`src/rtl/seven_seg_scan_driver.sv`:
```
// Multiplexed seven-segment driver: captures received bytes as hex nibbles and
// scans DIGITS active-low anodes with a blanking gap ahead of every dwell window.
module seven_seg_scan_driver #(
  parameter int         DIGITS   = 4,
  parameter int         DWELL    = 16,
  parameter int         BLANK    = 4,
  parameter logic [3:0] ERR_CODE = 4'hA
) (
  input  logic              clk,
  input  logic              reset,
  input  logic [7:0]        rx_data,
  input  logic              rx_valid,
  input  logic              ferror,
  input  logic              perror,
  input  logic              clear,
  output logic [DIGITS-1:0] an,
  output logic [6:0]        seg,
  output logic              error_flag
);

  localparam int SLOT  = BLANK + DWELL;
  localparam int IDX_W = (DIGITS > 1) ? $clog2(DIGITS) : 1;
  localparam int CNT_W = (SLOT > 1) ? $clog2(SLOT) : 1;
  localparam logic [IDX_W-1:0] IDX_LAST  = IDX_W'(DIGITS - 1);
  localparam logic [CNT_W-1:0] CNT_LAST  = CNT_W'(SLOT - 1);
  localparam logic [CNT_W-1:0] CNT_BLANK = CNT_W'(BLANK);

  function automatic logic [6:0] seg_decode(input logic [3:0] nib);
    logic [6:0] s;
    case (nib)
      4'h0: s = 7'b0000001;
      4'h1: s = 7'b1001111;
      4'h2: s = 7'b0010010;
      4'h3: s = 7'b0000110;
      4'h4: s = 7'b1001100;
      4'h5: s = 7'b0100100;
      4'h6: s = 7'b0100000;
      4'h7: s = 7'b0001111;
      4'h8: s = 7'b0000000;
      4'h9: s = 7'b0000100;
      4'hA: s = 7'b0001000;
      4'hB: s = 7'b1100000;
      4'hC: s = 7'b0110001;
      4'hD: s = 7'b1000010;
      4'hE: s = 7'b0110000;
      default: s = 7'b0111000;
    endcase
    return s;
  endfunction

  logic                   rx_valid_p0;
  logic                   strobe;
  logic [DIGITS-1:0][3:0] buf_p0;
  logic [DIGITS-1:0][3:0] buf_shift;
  logic [CNT_W-1:0]       cnt_p0;
  logic [IDX_W-1:0]       idx_p0;
  logic [3:0]             char_p0;
  logic [DIGITS-1:0]      an_next;

  assign strobe = rx_valid & ~rx_valid_p0;

  always_comb begin
    buf_shift    = buf_p0;
    for (int i = DIGITS - 1; i >= 2; i--) begin
      buf_shift[i] = buf_p0[i-2];
    end
    buf_shift[1] = rx_data[7:4];
    buf_shift[0] = rx_data[3:0];
  end

  // Stage p0: receive capture into the display buffer (clear beats a strobe)
  always_ff @(posedge clk or posedge reset) begin
    if (reset) begin
      rx_valid_p0 <= 1'b0;
      buf_p0      <= '1;
      error_flag  <= 1'b0;
    end else begin
      rx_valid_p0 <= rx_valid;
      if (clear) begin
        buf_p0     <= '1;
        error_flag <= 1'b0;
      end else if (strobe) begin
        if (ferror | perror) begin
          buf_p0     <= {DIGITS{ERR_CODE}};
          error_flag <= 1'b1;
        end else begin
          buf_p0     <= buf_shift;
          error_flag <= 1'b0;
        end
      end
    end
  end

  // Stage p0: scan state; the nibble is frozen at slot start so it cannot tear
  always_ff @(posedge clk or posedge reset) begin
    if (reset) begin
      cnt_p0  <= '0;
      idx_p0  <= IDX_LAST;
      char_p0 <= 4'hF;
    end else begin
      if (cnt_p0 == CNT_LAST) begin
        cnt_p0 <= '0;
        idx_p0 <= (idx_p0 == '0) ? IDX_LAST : idx_p0 - 1'b1;
      end else begin
        cnt_p0 <= cnt_p0 + 1'b1;
      end
      if (cnt_p0 == '0) begin
        char_p0 <= buf_p0[idx_p0];
      end
    end
  end

  always_comb begin
    an_next = '1;
    if (cnt_p0 >= CNT_BLANK) begin
      an_next[idx_p0] = 1'b0;
    end
  end

  // Stage p1: registered anode and segment drive
  always_ff @(posedge clk or posedge reset) begin
    if (reset) begin
      an  <= '1;
      seg <= 7'b1111111;
    end else begin
      an  <= an_next;
      seg <= (cnt_p0 < CNT_BLANK) ? 7'b1111111 : seg_decode(char_p0);
    end
  end

endmodule

```
`config.mk`:
```
export PLATFORM = sky130hd
export DESIGN_NAME = seven_seg_scan_driver
export DESIGN_NICKNAME = d
export VERILOG_FILES = /design/src/rtl/seven_seg_scan_driver.sv
export SDC_FILE = /design/constraint.sdc
export NUM_CORES = 1
export LEC_CHECK = 0
export BUFFER_PORTS_ARGS = -buffer_cell sky130_fd_sc_hd__buf_2
export CAP_MARGIN = 5
export CORE_MARGIN = 5
export CORE_UTILIZATION = 35
export DETAILED_ROUTE_END_ITERATION = 10
export SKIP_CTS_REPAIR_TIMING = 1
export SLEW_MARGIN = 15
export SYNTH_ARGS = -nofsm -noshare
export SYNTH_HDL_FRONTEND = slang
export SYNTH_SLANG_ARGS = --single-unit
```
`constraint.sdc`:
```
create_clock -name clk -period 2.4 [get_ports clk]
set_input_delay 0.36 -clock clk [delete_from_list [all_inputs] [get_ports clk]]
set_output_delay 0.36 -clock clk [all_outputs]
set_load 0.02 [all_outputs]
```
* Word-level counts from Yosys, hierarchy flattened
Memory sizes are Yosys's and may differ from the RTL's. Index checks and enable logic that the tools add are counted.
Word-level totals: register bits after elaboration 40, memories kept 1, output and inout bits 12, bits in read-only memories 112
Operators by class: muxes and demuxes 14, reductions and logical operators 4, equality and inequality tests 1, magnitude comparators 4, bitwise gates (word level) 4, add/subtract/negate cells 2
Memory list:
- (no name shown) | depth 16, bits a word 7, rd ports 1, clocked after Yosys merged registers in 0, wr ports 0, RTL line 30 | case (nib)
Operators with widths (count):
- $mux W16 | 3
- $bmux W4 S2 | 1
- $mux W4 | 2
- $mux W7 | 1
- $add A5 B1 Y5 const B | 1
- $eq A5 B5 Y1 const B | 1
- $ge A5 B3 Y1 const B | 1
- $logic_not A5 Y1 | 1
- $lt A5 B3 Y1 const B | 1
- $mux W5 | 1
- $mux W1 | 4
- $not A4 Y4 | 1
- $lt A2 B3 Y1 const B | 1
- $demux W1 S2 | 1
- $ge A2 B1 Y1 const B | 1
- $logic_not A2 Y1 | 1
- $mux W2 | 1
- $reduce_bool A2 Y1 | 1
- $sub A2 B1 Y2 const B | 1
- $and A1 B1 Y1 | 1
- $logic_and A1 B1 Y1 | 1
- $not A1 Y1 | 1
- $or A1 B1 Y1 | 1

* Logic depth before layout (Yosys ltp)
depth in word-level cells 6, mapped depth 5, depth with buffers taken out 5

* Worst setup path before layout
OpenSTA, ideal clock, no wires.
path kind reg2reg, start register char_p0[0], end register seg[3], period minus slack after synthesis 1.617 ns, setup slack 0.783 ns, arrival time 1.537 ns, required time 2.320 ns, path buffers 0, cell stages (with the launch flop) 6, cells stage by stage dfstp_2 -> inv_1 -> ha_1 -> inv_1 -> mux4_2 -> nand2b_1
Between the ends: longest elaborated chain between the ends 2
RTL lines:
- start: declaration | RTL line 57 | logic [3:0] char_p0;
- start signal: assignment | RTL line 108 | char_p0 <= buf_p0[idx_p0];
- $mem_v2 Z16 W7
- $mux W7 | RTL line 127 | seg <= (cnt_p0 < CNT_BLANK) ? 7'b1111111 : seg_decode(char_p0);
- end signal: assignment | RTL line 127
- end: declaration | RTL line 17 | output logic [6:0] seg,
Every way passes these cells. A chain may end at the register's enable or synchronous reset.

* Final worst setup path
Ends and elaborated chain as after synthesis.

==> results.md <==
* Crit Reg-Reg Startpoint: char_p0[0]
* Worst-path fanout max at 7
* CTS Root Cell: clkbuf_8
* DR iter-0 viols at 68
* Crit share post-route at 70.4%
* CP required at 2.63 ns
* Synthesized net count at 183
* H-tree depth at 2
* Final Hold Viols at 0
* TritonCTS Buffers at 5
* Post-Syn Area at 1990 sq um
* Post-Synth Adder-Cell Area at 8.19%
* Post-DRT Antenna Nets at 0
* Layout area overhead at 13.6%
* Commonest non-fill, non-tap cell in the layout: dfstp_2
* Final TNS setup at 0 ns
* DRC Markers at 0
* Xor and xnor area share after synthesis at 0.882%
* RSZ-0062 raised after global routing: false
* Gr usage total at 10.5%
* Reg2reg end: seg[3]
* CTS tree: yes
* Initial Utilization at 36.1%
* Tot Pwr at 0.00137 W
* Wire per inst at 13.7 um
* Cell area after layout at 2260 sq um
* Min cycle time layout at 1.69 ns
* Vias at 1242
* GR Layer Usage met2 at 14.9%
* Worst-Skew Late Latency at 0.29 ns
* Core area at 5510 sq um
* N_diodes at 0
* DR vias/cell at 4.93
* Clk_skew at 0.00292 ns
* Pin count of the biggest net entering global routing at 41
* Unique masters post-synth at 32
* Mux share of post-synthesis cell area at 11.0%
* Max-slew violation count at 0
* Initial antenna violation count at 0
* GR peak layer: met2
* Mapped Cells at 156
* Worst R2R Setup Slack at 0.71 ns
* Synth Area in Compound Gates at 11.6%
* Cells on worst reg2reg path at 5
* Crit path capture type: flop
* Met1 usage at 14.9%
* Reg clk slew, reported paths at 0.08 ns
* CTS sink cnt at 40
* Crit path kind: flop to flop
* Final layout net count at 206
* First drt pass iteration count at 4
* Die width at 85.3 um
* Die ar. at 7280 sq um
* VDD IR-drop max at 0.000308 V
* Non-filler cells, final at 252
* Placer Congestion at 0.840
* Synth Warn # at 0
* Port-buffer cells at 25
* Post-DP HPWL at 2320 um
* Crit path DAT at 1.92 ns
* Met3 GRT Util at 2.91%
* Largest family of logic cells by synthesized area: compound AO/OA/AOI/OAI gates
* Synth Area per Inst at 12.7 sq um
* Grt total ovfl at 0
* Static Leak at 0.966 nW
* Fmax at 592 MHz
* First-pass GRT wire length at 6180 um
* Worst Hold Class: input port to async pin
* Setup Viol. Count Final at 0
* Worst-margin pin slew at 0.608 ns
* Post-Place Cell Area at 2150 sq um
* Startpoint types: flop
* Die span in y at 85.3 um
* Worst slew margin at 59.4%
* FF+latch count, synth at 40
* I/O pin count at 26
* Register area share after synthesis at 52.5%
* Post-Synth Simple-Gate Area at 10.8%
* Drt total wl at 3440 um
* Dpl cells at 244
* Vias in the first global route at 1299
* Most frequent cells in the layout: dfstp_2 (33), buf_2 (25), ha_1 (13)
* Max-cap violations at 0
* Row Count at 27
* Clock Tree Buf Depth at 2
* Outcome: completed
* Power Dens Cells at 605 nW/um^2
* Share of layout cells above drive strength 1 at 44.4%
routing by layer:
metal | vias up | wire length (um)
met2 | 36 | 1410
met3 | 7 | 230
met1 | 603 | 1730
met4 | 0 | 72
met5 | - | 0
li1 | 596 | -
worst max-delay path, stage by stage, from the launching register on:
cell and delay [ns]:
dfstp_2 0.59, inv_1 0.11, ha_1 0.31, inv_1 0.04, mux4_2 0.43, nand2b_1 0.15
power by group:
part	switching, W	internal [W]	total, W	leakage (nW)
clock network	0.000237	0.000309	0.000546	0.0552
registers	0.0000153	0.000710	0.000725	0.432
logic	0.0000533	0.0000414	0.0000947	0.479
kinds of logic after synthesis:
family	count (synthesis)
AO/OA/AOI/OAI	31
XOR/XNOR	2
adder cells (fa/ha/maj)	13
buffers and inverters	21
flip-flops	40
multiplexers	15
AND/OR/NAND/NOR	34
final cells by class:
type / count / area, sq um
fill: 536 / 3250
timing repair buffer: 26 / 133
sequential: 40 / 1040
clock buffer: 6 / 72.6
clock inverter: 2 / 35.0
multi-input combinational: 95 / 842
inverter: 11 / 41.3
tap: 72 / 90.1
sequential cells by signal (all words and copies together) (netlist names):
register and flops:
an 4, cnt_p0 5, idx_p0 2, buf_p0 16, rx_valid_p0 1, error_flag 1
seg 7, char_p0 4
synth_stat cells:
cell | count | area, sq um
nor2_1 | 6 | 22.5
and2_1 | 1 | 6.26
clkbuf_2 | 1 | 5.00
ha_1 | 13 | 163
clkbuf_1 | 2 | 7.51
nand2b_1 | 11 | 68.8
a21oi_1 | 1 | 5.00
nor4bb_1 | 1 | 10.0
mux2i_1 | 6 | 60.1
or4b_4 | 1 | 13.8
nor3_4 | 1 | 16.3
buf_2 | 5 | 25.0
o31a_1 | 3 | 26.3
inv_2 | 1 | 3.75
xnor2_1 | 2 | 17.5
o21ai_0 | 6 | 30.0
nor2b_1 | 1 | 6.26
o22ai_1 | 8 | 50.1
nand3_1 | 2 | 10.0
nand4bb_1 | 1 | 11.3
nor2_4 | 1 | 11.3
dfstp_2 | 33 | 867
or3_4 | 1 | 11.3
mux4_2 | 5 | 113
o211ai_1 | 4 | 30.0
buf_6 | 2 | 22.5
dfrtp_1 | 7 | 175
inv_1 | 10 | 37.5
nand2_1 | 7 | 26.3
mux2_2 | 4 | 45.0
a221o_1 | 8 | 80.1
a22o_1 | 1 | 8.76
how the worst max path moves through the flow:
stage | from | end | slack [ns] | cells after the start
detailed placement | char_p0[0] | seg[3] | 0.72 | 5
floorplan | char_p0[0] | seg[3] | 0.78 | 5
finish | char_p0[0] | seg[3] | 0.71 | 5
global route | char_p0[0] | seg[3] | 0.64 | 5
CTS | char_p0[0] | seg[3] | 0.71 | 5
global placement | char_p0[0] | seg[3] | 0.73 | 5
per-stage QoR:
| stage | setup WS, ns | hold slack (ns) | util (%) |
|---|---|---|---|
| floorplan | 0.783 | 0.391 | - |
| global placement | 0.728 | 0.476 | 39.0 |
| detailed placement | 0.717 | 0.488 | 39.0 |
| CTS | 0.706 | 0.176 | 41.0 |
| global route | 0.636 | 0.194 | 41.0 |
| finish | 0.711 | 0.162 | 41.0 |
Note: power is estimated with default switching activity, not from simulation.
